==> src/rtl/sort_window_scheduler.sv <==
// Sample-window sequencer for the nine-input sort/dedup datapath:
// fills a window, waits out sorter latency, then drains unique values.
module sort_window_scheduler #(
    parameter int DATA_W   = 8,
    parameter int SORT_LAT = 2
) (
    input  logic                  clk,
    input  logic                  rst,
    input  logic                  s_valid,
    input  logic [DATA_W-1:0]     s_data,
    input  logic                  s_last,
    output logic                  s_ready,
    output logic [9*DATA_W-1:0]   win_data,
    input  logic [9*DATA_W-1:0]   srt_out,
    input  logic [3:0]            srt_count,
    input  logic                  m_ready,
    output logic                  m_valid,
    output logic [DATA_W-1:0]     m_data,
    output logic                  m_last,
    output logic [3:0]            m_count,
    output logic                  busy,
    output logic [15:0]           win_done
);

    typedef enum logic [1:0] {FILL, WAIT, CAPTURE, DRAIN} state_t;

    state_t            state_q, state_d;
    logic [3:0]        idx_q, idx_d;
    logic [3:0]        k_q, k_d;
    logic [3:0]        lat_q, lat_d;
    logic [3:0]        cnt_q, cnt_d;
    logic [15:0]       done_q, done_d;
    logic [DATA_W-1:0] win_q [9];
    logic [DATA_W-1:0] win_d [9];
    logic [DATA_W-1:0] res_q [9];
    logic [DATA_W-1:0] res_d [9];
    logic [DATA_W-1:0] pad;
    logic [3:0]        cap_cnt;

    always_ff @(posedge clk or posedge rst) begin
        if (rst) begin
            state_q <= FILL;
            idx_q   <= '0;
            k_q     <= '0;
            lat_q   <= '0;
            cnt_q   <= '0;
            done_q  <= '0;
            for (int i = 0; i < 9; i++) begin
                win_q[i] <= '0;
                res_q[i] <= '0;
            end
        end else begin
            state_q <= state_d;
            idx_q   <= idx_d;
            k_q     <= k_d;
            lat_q   <= lat_d;
            cnt_q   <= cnt_d;
            done_q  <= done_d;
            for (int i = 0; i < 9; i++) begin
                win_q[i] <= win_d[i];
                res_q[i] <= res_d[i];
            end
        end
    end

    always_comb begin
        state_d = state_q;
        idx_d   = idx_q;
        k_d     = k_q;
        lat_d   = lat_q;
        cnt_d   = cnt_q;
        done_d  = done_q;
        win_d   = win_q;
        res_d   = res_q;
        pad     = (idx_q == 4'd0) ? s_data : win_q[0];
        cap_cnt = (srt_count > 4'd9) ? 4'd9 : srt_count;
        unique case (state_q)
            FILL: begin
                if (s_valid) begin
                    win_d[idx_q] = s_data;
                    if (idx_q == 4'd8 || s_last) begin
                        // Pad with slot 0 so the sorter sees no new uniques
                        for (int i = 0; i < 9; i++) begin
                            if (4'(i) > idx_q) win_d[i] = pad;
                        end
                        idx_d   = '0;
                        lat_d   = 4'(SORT_LAT);
                        state_d = WAIT;
                    end else begin
                        idx_d = idx_q + 4'd1;
                    end
                end
            end
            WAIT: begin
                if (lat_q <= 4'd1) state_d = CAPTURE;
                else lat_d = lat_q - 4'd1;
            end
            CAPTURE: begin
                for (int i = 0; i < 9; i++) begin
                    res_d[i] = srt_out[i*DATA_W +: DATA_W];
                end
                cnt_d = cap_cnt;
                k_d   = '0;
                if (cap_cnt == 4'd0) state_d = FILL;
                else state_d = DRAIN;
            end
            DRAIN: begin
                if (m_ready) begin
                    if (k_q == cnt_q - 4'd1) begin
                        done_d  = done_q + 16'd1;
                        k_d     = '0;
                        state_d = FILL;
                    end else begin
                        k_d = k_q + 4'd1;
                    end
                end
            end
            default: state_d = FILL;
        endcase
    end

    always_comb begin
        for (int i = 0; i < 9; i++) begin
            win_data[i*DATA_W +: DATA_W] = win_q[i];
        end
    end

    assign s_ready  = (state_q == FILL) && !rst;
    assign busy     = (state_q != FILL);
    assign m_valid  = (state_q == DRAIN);
    assign m_data   = m_valid ? res_q[k_q] : '0;
    assign m_last   = m_valid && (k_q == cnt_q - 4'd1);
    assign m_count  = cnt_q;
    assign win_done = done_q;

endmodule

==> config.mk <==
export PLATFORM = sky130hd
export DESIGN_NAME = sort_window_scheduler
export DESIGN_NICKNAME = d
export VERILOG_FILES = /design/src/rtl/sort_window_scheduler.sv
export SDC_FILE = /design/constraint.sdc
export NUM_CORES = 1
export LEC_CHECK = 0
export BUFFER_PORTS_ARGS = -buffer_cell sky130_fd_sc_hd__buf_4
export CAP_MARGIN = 20
export CORE_MARGIN = 4
export CORE_UTILIZATION = 50
export CTS_CLUSTER_SIZE = 14
export DETAILED_ROUTE_END_ITERATION = 8
export MAX_ROUTING_LAYER = met4
export PLACE_DENSITY_LB_ADDON = 0.3
export SLEW_MARGIN = 20
export SYNTH_ARGS = -nofsm -noshare
export SYNTH_HDL_FRONTEND = slang
export SYNTH_SLANG_ARGS = --single-unit
==> constraint.sdc <==
create_clock -name clk -period 7.4 [get_ports clk]
set_clock_uncertainty 0.2 [all_clocks]
set_input_delay 1.11 -clock clk [delete_from_list [all_inputs] [get_ports clk]]
set_output_delay 1.11 -clock clk [all_outputs]
set_load 0.02 [all_outputs]
=== After elaboration in Yosys (flattened, before gate mapping) ===
Index checks and enable logic that the tools add are counted.

* Bits of input ports: 89
* Register bits: 178

* Add/sub/neg operators: 5
* Bitwise logic cells: 2
* Reductions and logical operators: 16
* Order comparisons: 14
* Eq/ne operators: 11
* Multiplexer cells: 34

{| class="wikitable"
|+ Operators by type and width
! cell !! number
|-
| two-way mux 8 bit || 14
|-
| bitwise mux 72 bit || 1
|-
| two-way mux 72 bit || 1
|-
| binary-select mux 8 bit (select 4 bit) || 1
|-
| demux 8 bit (select 4 bit) || 1
|-
| two-way mux 4 bit || 7
|-
| adder 16 x 1 -> 16 bit, second input constant || 1
|-
| greater-than comparator 3 x 4 -> 1 bit, first input constant || 4
|-
| one-hot mux 4 bit (2 select lines) || 2
|-
| two-way mux 2 bit || 6
|-
| greater-or-equal comparator 5 bit, second input constant || 2
|-
| inequality test 2 bit, second input constant || 5
|-
| inverter 4 -> 5 bit || 2
|-
| adder 4 x 1 -> 4 bit, second input constant || 2
|-
| greater-than comparator 1 x 4 -> 1 bit, first input constant || 2
|-
| greater-than comparator 2 x 4 -> 1 bit, first input constant || 2
|-
| zero test 4 bit || 2
|-
| one-hot mux 2 bit (4 select lines) || 1
|-
| subtractor 4 x 1 -> 4 bit, second input constant || 2
|-
| nonzero test 2 bit || 3
|-
| < comparator 5 x 1 -> 1 bit, second input constant || 1
|-
| AND reduction 5 bit || 1
|-
| equality test 2 bit, second input constant || 2
|-
| equality test 4 bit || 1
|-
| other kinds (13) || 16
|}

=== Longest topological paths before layout ===
Gate-level depths: netlist of run 1.

* Word-level depth: 8
* Gate-level depth with buffers: 8
* Gate-level depth less buffers: 7

=== Least setup slack after synthesis of run 1 ===
No wires, ideal clock.

* Path type: register -> output
* Start: register cnt_q[0], in the netlist m_count[0]
* End: output port m_last
* Arrival: 1.856 ns
* Cell stages (with the launch flop): 8
* Buffers on the path: 1
* Data required time: 6.090 ns
* Path slack: 4.234 ns
* Path through: dfrtp_1 inv_1 ha_1 xnor3_1 nand3_2 or2_1 buf_2 nor2_1

* Cells in the longest elaborated chain, start to end: 3

{| class="wikitable"
|+ RTL lines
! element !! line !! text
|-
| start: declaration || 31 || <nowiki>logic [3:0] cnt_q, cnt_d;</nowiki>
|-
| start signal: assignment || 57 || <nowiki>cnt_q <= cnt_d;</nowiki>
|-
| subtractor 4 x 1 -> 4 bit || 132 || <nowiki>assign m_last = m_valid && (k_q == cnt_q - 4'd1);</nowiki>
|-
| equality test 4 bit || 132 ||
|-
| logical AND 1 bit || 132 ||
|-
| end: declaration || 19 || <nowiki>output logic m_last,</nowiki>
|}

No other way between the ends.

=== Final worst setup path of run 1 ===
* Start: register k_q[1]
* End: output port m_data[6]

* Cells in the longest elaborated chain, start to end: 5

{| class="wikitable"
|+ RTL lines
! element !! line !! text
|-
| start: declaration || 29 || <nowiki>logic [3:0] k_q, k_d;</nowiki>
|-
| start signal: assignment || 55 || <nowiki>k_q <= k_d;</nowiki>
|-
| inverter 4 -> 5 bit (implied by the code) || 131 || <nowiki>assign m_data = m_valid ? res_q[k_q] : '0;</nowiki>
|-
| binary-select mux 8 bit (select 4 bit) || 131 ||
|-
| two-way mux 8 bit (implied by the code) (2 in a row) || 131 ||
|-
| two-way mux 8 bit || 131 ||
|-
| end: declaration || 18 || <nowiki>output logic [DATA_W-1:0] m_data,</nowiki>
|}

No other way between the ends. The select of a mux whose other input is x is not followed.

==> results of run 1 <==
[through the flow]
step | worst slack (ns) | cell area, um^2
6_report | 3.67 | 10600
5_1_grt | 3.55 | 10600
4_1_cts | 3.66 | 10600
3_5_place_dp | 4.14 | 10000
3_3_place_gp | 4.24 | 10000
2_1_floorplan | 1.26 | 8460
[power by group through the flow]
| stage | clock (mW) | combinational (mW) | sequential (mW) |
|---|---|---|---|
| after floorplan | 0 | 1.06 | 1.67 |
| after global placement | 0 | 1.61 | 1.64 |
| after detailed placement | 0 | 1.66 | 1.63 |
| after CTS | 0.911 | 1.67 | 1.62 |
| after global routing | 0.953 | 1.80 | 1.67 |
| final | 0.896 | 1.66 | 1.63 |
[placed cells by master, fill, tap and decap left out, types with 16 or more instances in the layout]
master,n
mux2_2,82
a21oi_1,74
mux4_2,16
buf_4,197
o22ai_1,57
nand2_1,60
dfrtp_1,178
o21ai_0,31
nor2_1,65
clkbuf_16,17
[final timing paths]
path	end	slack, ns
max	m_data[6]	3.67
min	win_done[15]	0.28
max reg2reg	win_data[62]	4.36
min reg2reg	win_done[15]	0.28
max in group asynchronous	idx_q[1]	4.79
min in group asynchronous	win_done[8]	0.69
[kinds of logic after synthesis]
kind of cell / after synthesis / synth area share
simple gates: 184 / 0.101
fa+ha+maj: 9 / 0.0133
mux: 106 / 0.161
flops: 178 / 0.527
buf+inv: 65 / 0.0343
compound gates: 196 / 0.138
xor+xnor: 22 / 0.0253
[flip-flops by register name (all words and copies together), names as in the netlist]
register	count
m_count	4
win_done	16
win_data	72
lat_q	4
state_q	2
idx_q	4
k_q	4
res_q	72
[final cells by class]
type / count / area (um^2)
clock buffer: 19 / 433
clock inverter: 13 / 151
fill: 1380 / 6000
inverter: 16 / 65.1
multi-input combinational: 517 / 3720
sequential: 178 / 4450
tap: 220 / 275
timing repair buffer: 197 / 1480
[metal layers]
layer / routed length, um / track usage / vias to the layer above
met2: 10300 / 0.349 / 267
met1: 10000 / 0.340 / 3275
li1: - / - / 3107
met4: 456 / 0.0801 / 0
met3: 1470 / 0.0515 / 35
met5: 0 / - / -
==> results.md, run 1 <==
- Summed over all nets, the switching power comes to 1.53 mW.
- The net count after synthesis is 858.
- The signed area change from the synthesized netlist to the final layout is 25.1%.
- The startpoint of the worst hold path is win_done[15].
- The final number of max-transition violations is 0.
- Of the total power, combinational logic draws 0.397.
- The final cell utilization of the core is 0.638.
- The post-cts repair resize count is 0.
- The synthesized netlist contains 51 unique library cells.
- The count of buffering cells on the critical path with inverters included is 1.
- The part of the total power dissipated in sequential elements is 0.389.
- STA classifies the critical path startpoint as a flop.
- The number of synthesized register bits is 178.
- The all-layer global routing usage is 0.241.
- Walking the worst path, the cells encountered are mux4_2, nand2_1, a21oi_1, a21oi_1, nor2_1, buf_4.
- The number of cells on the critical path is 6.
- Measured along the x axis, the die boundary spans 138 um.
- Timing would allow up to 268 MHz.
- The number of iterations in the first detailed-routing pass is 5.
- The count of flip-flops with a built-in enable after synthesis is 0.
- The arrival time of the worst setup path is 2.42 ns.
- Entering global routing, the biggest net connects 103 pins.
- Of the post-synthesis cell area, the dominant cell type holds 0.527.
- By instance count, the cell type seen most on the critical path is a21oi_1.
- The critical path's largest stage delay is 0.96 ns.
- The cell area that synthesis handed to floorplanning was 8460 um^2.
- Of the synthesized area, sequential elements account for 0.527.
- The slowest cell on the critical path is dfrtp_1.
- The first global-routing pass estimated 36400 um of wire.
- The number of global-route vias before repair was 6793.
- The number of buffers on the longest clock path is 2.
- The number of buffers inserted by post-CTS setup repair is 0.
- The largest fanout on the critical path is 21.
- The source of the worst register-to-register timing path is idx_q[0].
- For this design the ratio of total power to cell area is 395 nW/um^2.
- Internal power comes to 2.66 mW.
- The count of buffers inserted at the top-level ports is 192.
- The routability congestion estimate from global placement is 0.861.
- In the synthesized netlist the dominant register cell turns out to be dfrtp_1.
- The antenna cell count is 0.
- Hold timing on the final database bottoms out at a slack of 0.283 ns.
- Overall power consumption after layout is estimated at 4.18 mW.
- The critical path's top delay family is flip-flops.
- For this run, the post-layout net count is 1025.
- The endpoint required time on the critical path is 6.09 ns.
- The depth of the worst hold-timing path is 1.
- The analysis attributes to cell leakage a power of 4.87 nW.
- The vias after detailed routing is 6684.
- The number of DRC markers in iteration 0 is 594.
- Measured in cells, the most critical reg-to-reg path has a length of 6.
- The pin slew with the least headroom to its limit is 0.986 ns.
- In the routed layout, each cell is associated on average with a via count of 5.76.
- The later-pin clock latency in the skew report is 0.43 ns.
- The residual antenna-violating net count after detailed routing is 0.
- The critical path is of the reg -> out type.
- Once detailed placement completed, the half-perimeter wirelength came to 15400 um.
- Setup repair after global routing left no endpoint under its margin.
- The number of placement rows is 47.
- Sorting the synthesized cells by how often they occur yields 178 x dfrtp_1, 82 x mux2_2, 74 x a21oi_1, 66 x nor2_1, 60 x nand2_1.
- The wire length per cell after detailed routing is 19.2 um.
- The path class of the tightest hold or removal check is reg -> reg.
- The run finished with clean final reports.
- Setup violations remaining at the end of the flow were counted as 0.
- For this configuration, the core starts out at a cell density of 0.510.
- The fraction of layout instances using a drive strength above 1 is 0.363.
- After the flow finishes, the layout carries non-filler instances totaling 1160.
- The total DRC errors in the routed layout is 0.
- The root buffer cell chosen for the clock tree is clkbuf_16.
- After clock tree synthesis, the flow added hold-fix buffers numbering 0.
- The power share of the clock group is 0.214.
- Of all flip-flops after synthesis, the portion carrying an async set or reset was 1.00.
- In this run the count of I/O pins placed on the die edge is 193.
- After clock tree synthesis, the clock-pin slew on the worst setup and hold paths is 0.07 ns.
- The gate count of the mapped netlist is 760.
- The headroom to the max-slew limit is 0.342.
- In this run the worst setup path begins at k_q[1].
- By area the synthesized netlist is led by dfrtp_1 53%, mux2_2 11%, a21oi_1 4.4%, mux4_2 4.3%, o22ai_1 4.2%.
- The number of antenna violations at the first check in global routing is 0.
- The clock period could shrink to 3.73 ns.
- Wires add up to 22300 um.
- The average footprint of a synthesized cell is 11.1 um^2.
- The number of warnings issued by yosys is 0.
- In the finished design, the share of the clock period the worst path needs comes to 0.503.
- The number of buffers added by the clock tree synthesis step is 17.
- TritonCTS built the clock tree.
- Of the total power, the share spent switching nets is 0.365.
- By instance count, the leading cell after synthesis is dfrtp_1.
- The count of final hold-check violations is 0.
- After detailed placement, the design holds a cell count of 1128.
- Setup total negative slack on the finished layout was measured at 0 ns.
- The level count of the clock H-tree is 4.
- The number of clock sinks seen by CTS is 178.
- The die is 138 um tall.
- Of all cell types, the one taking the most synthesized area is dfrtp_1.
- VDD sags by at most 0.000197 V.
- The capturing element type of the critical path is a primary output.
- The floorplan die area is 19100 um^2.
- The number of maximum-capacitance violations is 0.
- The total congestion overflow is 0.
- The placeable core area is 16600 um^2.
Power figures use the tool's default switching activity.
==> inputs of run 2 (changes only) <==
--- a/config.mk
+++ b/config.mk
@@ -5,6 +5,7 @@
 export SDC_FILE = /design/constraint.sdc
 export NUM_CORES = 1
 export LEC_CHECK = 0
+export ABC_AREA = 1
 export BUFFER_PORTS_ARGS = -buffer_cell sky130_fd_sc_hd__buf_4
 export CAP_MARGIN = 20
 export CORE_MARGIN = 4
==> constraint.sdc (replaced) <==
create_clock -name clk -period 3.46 [get_ports clk]
set_clock_uncertainty 0.2 [all_clocks]
set_input_delay 0.519 -clock clk [delete_from_list [all_inputs] [get_ports clk]]
set_output_delay 0.519 -clock clk [all_outputs]
set_load 0.02 [all_outputs]
==> run 2 against run 1 <==
Compared with the run above: first-iteration DRC count up 36%; wire length up 15%; clock-buffer cell count rose by 3; via count is 29% higher; sequential share of layout area fell by 2.5 points.
==> results.md, run 2 <==
- The number of global-route vias before repair was 8150 (+20%).
- The vias after detailed routing is 8655 (+29%).
- The largest individual stage delay along the critical path comes from the cell nor4_2.
- The tree is rooted in a clkbuf_16.
- The clock input transition at the sequential cells of the worst setup and hold paths is 0.07 ns (about the same).
- The setup violation total in the final timing report was 0 (unchanged).
- The net count after synthesis is 1279 (+49%).
- The critical path goes through nor4_2, nand2_1, a21oi_1, buf_4.
- The residual antenna-violating net count after detailed routing is 0 (unchanged).
- The share of the synthesized area in compound gates (AO/OA/AOI/OAI) is 0.161 (+0.0231).
- The antenna cell count is 0 (unchanged).
- Setup repair after global routing left no endpoint under its margin.
- The setup TNS is 0 ns (unchanged).
- The worst supply voltage drop on vdd is 0.000685 V (+250%).
- By area, the combinational part of the netlist is dominated by simple AND/OR/NAND/NOR gates.
- The largest net degree at the start of global routing is 110 (+6.8%).
- Leaving out fill and tap cells, the most frequent cells in the layout are 354 x nand2_1, 200 x buf_4, 178 x dfrtp_1.
- The gate count of the mapped netlist came to 1181 (+55%).
- The worst setup path category is reg -> out.
- The count of final hold-check violations came to 0 (unchanged).
- The total congestion overflow was 0 (unchanged).
- On the critical path the largest part of the delay comes from simple AND/OR/NAND/NOR gates.
- The number of DRC markers in iteration 0 is 809 (+36%).
- Of the available clock period, the critical path in the final layout requires 0.901.
- The most area-hungry cell type in the Yosys netlist is dfrtp_1.
- The library cell used most frequently in the layout, excluding fill and tap cells, is nand2_1.
- The pin slew with the least headroom to its limit is 0.844 ns (-0.142 ns).
- The number of warnings issued by yosys is 0 (unchanged).
- The number of placement rows came to 48 (+2.1%).
- The count of flip-flops with a built-in enable after synthesis is 0 (unchanged).
- The post-cts repair resize count is 0 (unchanged).
- The all-layer global routing usage is 0.259 (+0.0189).
- The number of cells on the worst reg-to-reg path is 10 (+4).
- The sequential cell area fraction in the yosys report is 0.491 (-0.0356).
- The endpoint required time on the critical path is 2.74 ns (-3.35 ns).
- The count of nets after finishing was 1451 (+42%).
- The number of non-filler instances in the completed layout is 1588 (+37%).
- The simple-gate share of the synthesized area was 0.251 (+0.150).
- The arrival time of the worst setup path is 2.40 ns (-0.02 ns).
- The height of the chip was 143 um (+3.4%).
- The count of buffering cells on the critical path with inverters included is 1 (unchanged).
- The HPWL reported at the end of detailed placement is 18200 um (+18%).
- The type of the tightest min-delay check is in -> reg.
- The capturing element type of the critical path is a primary output.
- The effective utilization at floorplan is 0.517 (+0.00724).
- The number of antenna violations at the first check in global routing came to 0 (unchanged).
- The number of iterations in the first detailed-routing pass is 6 (+1).
- The highest attainable clock frequency is 321 MHz.
- The number of maximum-capacitance violations is 0 (unchanged).
- The headroom to the max-slew limit is 0.433 (+0.0902).
- The static power due to leakage is 5.47 nW (+12%).
- The post-placement cell count is 1558 (+38%).
- The parity-gate share of the synthesized area counting xor and xnor cells is 0.0135 (-0.0118).
- The post-route minimum period is 3.12 ns.
- The floorplan die area was 20400 um^2 (+6.8%).
- The final number of max-transition violations is 0 (unchanged).
- The width of the die is 143 um (+3.4%).
- The routability congestion estimate from global placement came to 0.894 (+3.9%).
- Sorting the synthesized cells by how often they occur yields 354 x nand2_1, 178 x dfrtp_1, 121 x o21ai_0, 117 x nor2_1, 100 x inv_1.
- The via count normalized by instance count is 5.45 (-5.4%).
- The CTS tree is yes.
- The adder-cell share of the synthesized area is 0.0124 (-0.000900).
- The number of synthesized register bits is 178 (unchanged).
- The average footprint of a synthesized cell came to 7.68 um^2 (-31%).
- The number of cells on the critical path is 4 (-2).
- The total DRC errors in the routed layout is 0 (unchanged).
- The critical path's largest stage delay was 0.83 ns (-0.13 ns).
- The later-pin clock latency in the skew report came to 0.43 ns (about the same).
- The count of hold-fix buffers inserted at cts is 1 (+1).
- The share of synthesized area spent on multiplexers was 0 (-0.161).
- For this run, the leading register cell type out of synthesis is dfrtp_1.
- The signed area change from the synthesized netlist to the final layout is 24.1%.
- The power per unit of standard cell area is 942 nW/um^2 (+140%).
- The wire length reported by the detailed router is 25700 um (+15%).
- The fraction of layout instances using a drive strength above 1 came to 0.194 (-0.168).
- The count of buffers inserted at the top-level ports came to 192 (unchanged).
- The depth of the worst hold-timing path is 3 (+2).
- The wire length per cell after detailed routing is 16.2 um (-16%).
- The number of buffers on the longest clock path is 2 (unchanged).
- The largest fanout on the critical path is 13 (-38%).
- The proportion of register bits with asynchronous set or reset after synthesis was 1.00 (unchanged).
- The number of clock sinks seen by CTS is 178 (unchanged).
- The critical path launch point type is a flop.
- The number of buffers inserted by post-CTS setup repair is 0 (unchanged).
- The top-area cell type share of the netlist area was 0.491 (-0.0356).
- The number of primary I/O pins is 193 (unchanged).
- By area the synthesized netlist is led by dfrtp_1 49%, nand2_1 15%, o21ai_0 6.7%, nor2_1 4.8%, inv_1 4.1%.
- The number of distinct library cells after synthesis is 40 (-22%).
- The number of buffers added by the clock tree synthesis step was 17 (unchanged).
- The cell area after synthesis is 9070 um^2 (+7.2%).
- Among all cell types in the netlist, the one instantiated most often is nand2_1.
- The first-pass GRT wire length is 40800 um (+12%).
- The flow ran to the end, and the final reports show no timing, DRC or antenna violations.
- The placeable core area is 17500 um^2 (+5.7%).
- The level count of the clock H-tree was 4 (unchanged).
-- run 2: cell types whose count changed after synthesis, sizes merged, moves of 9 or more --
cell     change
nand3       +50
o22ai       -40
nand2      +300
a2bb2oi      -9
nor2        +53
a31oi       +24
mux4        -16
inv         +90
o211ai      +12
mux2        -82
xnor2        -9
o21ai      +110
-- run 2: cell type report --
class                      instances  area, um^2
multi-input combinational        844        3980
inverter                         108         410
sequential                       178        4450
clock buffer                      22         484
tap                              225         282
fill                            1552        6280
clock inverter                     7        77.6
timing repair buffer             204        1570
-- run 2: worst paths after layout --
kind,from,endpoint,slack (ns)
worst min register to register,res_q[63],res_q[63],0.27
worst max-delay path,k_q[2],m_data[3],0.34
max in group asynchronous,rst,res_q[22],1.75
min in group asynchronous,rst,win_done[1],0.54
worst min-delay path,srt_out[38],res_q[38],0.08
worst max register to register,idx_q[0],win_data[43],0.75
-- run 2: metal layers --
metal,wire length (um),track usage,share of wire
met5,0,-,0
met3,1760,0.0422,0.069
met2,12000,0.393,0.47
met1,11100,0.349,0.43
met4,840,0.108,0.033
-- run 2: worst min-delay path: stages --
cell and delay [ns]:
buf_4 0.08, nand2_1 0.04, nand2_1 0.04
-- run 2: kinds of logic after synthesis --
group / after synthesis
buf+inv: 159
flops: 178
fa+ha+maj: 9
simple gates: 557
compound gates: 264
xor+xnor: 14
-- run 2: through the flow --
stage	hold slack [ns]	worst slack [ns]	power, mW	instance area, um^2	util
after CTS	0.0762	0.369	10.6	11300	0.642
after floorplan	0.237	0.460	6.92	9070	-
after global placement	0.258	0.823	8.61	10700	0.609
after detailed placement	0.260	0.781	8.73	10700	0.609
final	0.0790	0.344	10.6	11300	0.642
after global routing	0.0772	0.207	11.4	11300	0.642
-- run 2: where the power goes --
part / total (mW) / switching (mW) / internal (mW)
Clock: 1.86 / 0.797 / 1.06
Combinational: 5.09 / 3.30 / 1.80
Sequential: 3.66 / 0.636 / 3.02
Total: 10.6 / 4.73 / 5.87
==> inputs of run 3 (changes only) <==
--- a/config.mk
+++ b/config.mk
@@ -5,7 +5,6 @@
 export SDC_FILE = /design/constraint.sdc
 export NUM_CORES = 1
 export LEC_CHECK = 0
-export ABC_AREA = 1
 export BUFFER_PORTS_ARGS = -buffer_cell sky130_fd_sc_hd__buf_4
 export CAP_MARGIN = 20
 export CORE_MARGIN = 4
==> run 3 against run 2 <==
Compared with the run above: final area is 5.2% lower; clock power hardly changed; critical endpoint is now m_data[2]; utilization grew 0.17 points; register-to-register slack better by 0.10 ns.
==> results.md, run 3 (synthesis results as in run 1) <==
- The arrival time of the worst setup path is 2.35 ns (-0.05 ns).
- The routed length on met2 is 10600 um (-11%).
- The total DRC errors in the routed layout is 0 (unchanged).
- The floorplan die area is 19100 um^2 (-6.4%).
- The number of global-route vias before repair is 6884 (-16%).
- The final number of max-transition violations came to 0 (unchanged).
- The slowest cell on the critical path is dfrtp_1.
- The part of the total power dissipated in sequential elements is 0.392 (+0.047).
- The run finished with clean final reports.
- The number of maximum-capacitance violations is 0 (unchanged).
- The switching share of power is 0.376 (-0.0701).
- The cell occurring most often along the worst timing path is a21oi_1.
- The first-pass GRT wire length is 37400 um (-8.2%).
- The most common cell after layout, fill and taps aside is buf_4.
- The number of iterations in the first detailed-routing pass was 5 (-1).
- The fraction of layout instances using a drive strength above 1 is 0.369 (+0.175).
- The power per unit of standard cell area is 841 nW/um^2 (-11%).
- The library cells used most frequently in the layout, excluding fill and tap cells, are 203 x buf_4, 178 x dfrtp_1, 82 x mux2_2.
- The endpoint required time on the critical path is 2.74 ns (about the same).
- The wire length per cell after detailed routing came to 19.8 um (+22%).
- The destination of the worst register-to-register timing path is win_data[56].
- The critical path's top delay family is flip-flops.
- Setup repair after global routing left no endpoint under its margin.
- The internal reg-to-reg setup slack is 0.85 ns (+0.10 ns).
- The critical path goes through mux4_2, nand2_1, a21oi_1, a21oi_1, nor2_1, buf_4.
- The design internal power was 5.60 mW (-4.6%).
- The number of clock sinks seen by CTS is 178 (unchanged).
- The final cell utilization of the core is 0.644 (+0.00175).
- The placed cell area is 10100 um^2 (-5.5%).
- The routability congestion estimate from global placement is 0.851 (-4.9%).
- The width of the die is 138 um (-3.2%).
- TritonCTS built the clock tree.
- The count of buffers inserted at the top-level ports was 192 (unchanged).
- The number of DRC markers in iteration 0 is 604 (-25%).
- The effective utilization at floorplan is 0.510 (-0.00724).
- Signal routing reaches up to met4.
- The pin slew with the least headroom to its limit is 0.949 ns (+0.105 ns).
- The HPWL reported at the end of detailed placement was 16300 um (-11%).
- The type of the tightest min-delay check is in -> reg.
- The vias after detailed routing is 6829 (-21%).
- The largest net degree at the start of global routing is 108 (-1.8%).
- The level count of the clock H-tree came to 4 (unchanged).
- The final design instance area without fill is 10700 um^2 (-5.2%).
- By startpoint and endpoint, the worst setup path is classified as reg -> out.
- The count of final hold-check violations is 0 (unchanged).
- The total power draw was 8.98 mW (-15%).
- The post-placement cell count is 1137 (-27%).
- The power share of the clock group was 0.209 (+0.034).
- The number of buffers on the longest clock path came to 2 (unchanged).
- The residual antenna-violating net count after detailed routing was 0 (unchanged).
- The post-route worst setup slack was 0.391 ns (+0.0470 ns).
- The post-placement setup slack was 0.869 ns (+0.0879 ns).
- Compared with the post-synthesis result, the final layout area differs by 26.2%.
- The power spent charging and discharging nets is 3.37 mW (-29%).
- The number of buffers inserted by post-CTS setup repair is 0 (unchanged).
- The critical path's largest stage delay is 0.94 ns (+0.11 ns).
- The startpoint of the worst hold path is srt_out[54].
- The count of nets after finishing is 1035 (-29%).
- The placeable core area is 16600 um^2 (-5.4%).
- The post-route minimum period is 3.07 ns (-0.0470 ns).
- The final clock period utilization by the worst path is 0.887 (-0.0136).
- The wire length reported by the detailed router is 23200 um (-9.7%).
- The largest fanout on the critical path is 21 (+8).
- The endpoint of the worst hold path is res_q[22].
- The clock root buffer master is clkbuf_16.
- The area of the multi-input gates is 3720 um^2 (-6.4%).
- The combinational share of power is 0.399 (-0.081).
- The source of the worst register-to-register timing path is idx_q[0].
- The number of primary I/O pins is 193 (unchanged).
- The later-pin clock latency in the skew report came to 0.43 ns (about the same).
- The depth of the worst hold-timing path is 2 (-1).
- The via count normalized by instance count is 5.83 (+7.0%).
- The count of buffering cells on the critical path with inverters included is 1 (unchanged).
- The amount of wire on met3 after detailed routing is 1370 um (-23%).
- The height of the chip is 138 um (-3.2%).
- The capturing element type of the critical path is a primary output.
- The worst supply voltage drop on vdd came to 0.000425 V (-38%).
- The number of antenna violations at the first check in global routing was 1 (+1).
- The total congestion overflow is 0 (unchanged).
- The setup TNS is 0 ns (unchanged).
- The setup violation total in the final timing report was 0 (unchanged).
- The number of buffers added by the clock tree synthesis step came to 17 (unchanged).
- The number of cells on the worst reg-to-reg path is 6 (-4).
- The met1 wire length is 10500 um (-5.3%).
- The highest attainable clock frequency is 326 MHz (+1.5%).
- The static power due to leakage is 4.94 nW (-9.7%).
- The area taken by flip-flops and latches is 4450 um^2 (unchanged).
- The clock input transition at the sequential cells of the worst setup and hold paths is 0.08 ns (about the same).
- The final-layout fill cell count came to 1337 (-14%).
- The number of placement rows is 47 (-2.1%).
- The number of non-filler instances in the completed layout is 1171 (-26%).
- The headroom to the max-slew limit is 0.357 (-0.0752).
- The critical path launch point type is a flop.
- The worst hold slack came to 0.110 ns (+0.0306 ns).
- The all-layer global routing usage is 0.249 (-0.0105).
==> run 3: changes by cell type in the layout (fill, tap and decap cells not counted), moves of 24 or more <==
cell	before	now
nand3_1	65	15
a31oi_1	25	1
nand2_1	354	60
o21ai_0	121	31
nor2_1	116	65
inv_1	98	14
o22ai_1	17	57
mux2_2	0	82
==> run 3: worst max path at each step <==
stage                      start  depth (start not counted)         to
after floorplan              rst                          1   idx_q[0]
after CTS                 k_q[1]                          6  m_data[5]
after global routing      k_q[1]                          6  m_data[0]
final                     k_q[1]                          6  m_data[2]
after global placement    k_q[2]                          6  m_data[2]
after detailed placement  k_q[1]                          6  m_data[2]
==> run 3: power groups by stage <==
stage	Combinational (mW)	Clock (mW)	Sequential, mW
floorplan	2.27	0	3.58
global placement	3.48	0	3.52
detailed placement	3.58	0	3.53
CTS	3.59	1.90	3.51
global route	3.89	1.99	3.61
finish	3.58	1.87	3.52
==> run 3: area by class of cell <==
cell class	instances	share of cell area
multi-input cells	517	0.349
repair buffers	207	0.149
clock buffers	18	0.0402
flip-flops and latches	178	0.417
well taps	220	0.0258
diodes	1	0.000234
inverters	16	0.00598
clock inverters	14	0.0123
==> run 3: routing by layer <==
| layer | GRT usage | vias up |
|---|---|---|
| li1 | - | 3114 |
| met3 | 0.0418 | 47 |
| met4 | 0.0941 | 0 |
| met5 | - | - |
| met2 | 0.360 | 272 |
| met1 | 0.356 | 3396 |
==> run 3: worst reg2reg max path, cell delays in order (launching register included) <==
cell,delay [ns]
dfrtp_1,0.48
inv_1,0.14
ha_1,0.43
and2_1,0.44
mux2_2,0.46
o22ai_1,0.23
a21oi_1,0.09
==> run 3: what timing repair did <==
item | CTS | global route
hold endpoints to repair | 18 | 0
hold buffers | 1 | 0
resized for setup | 0 | 0
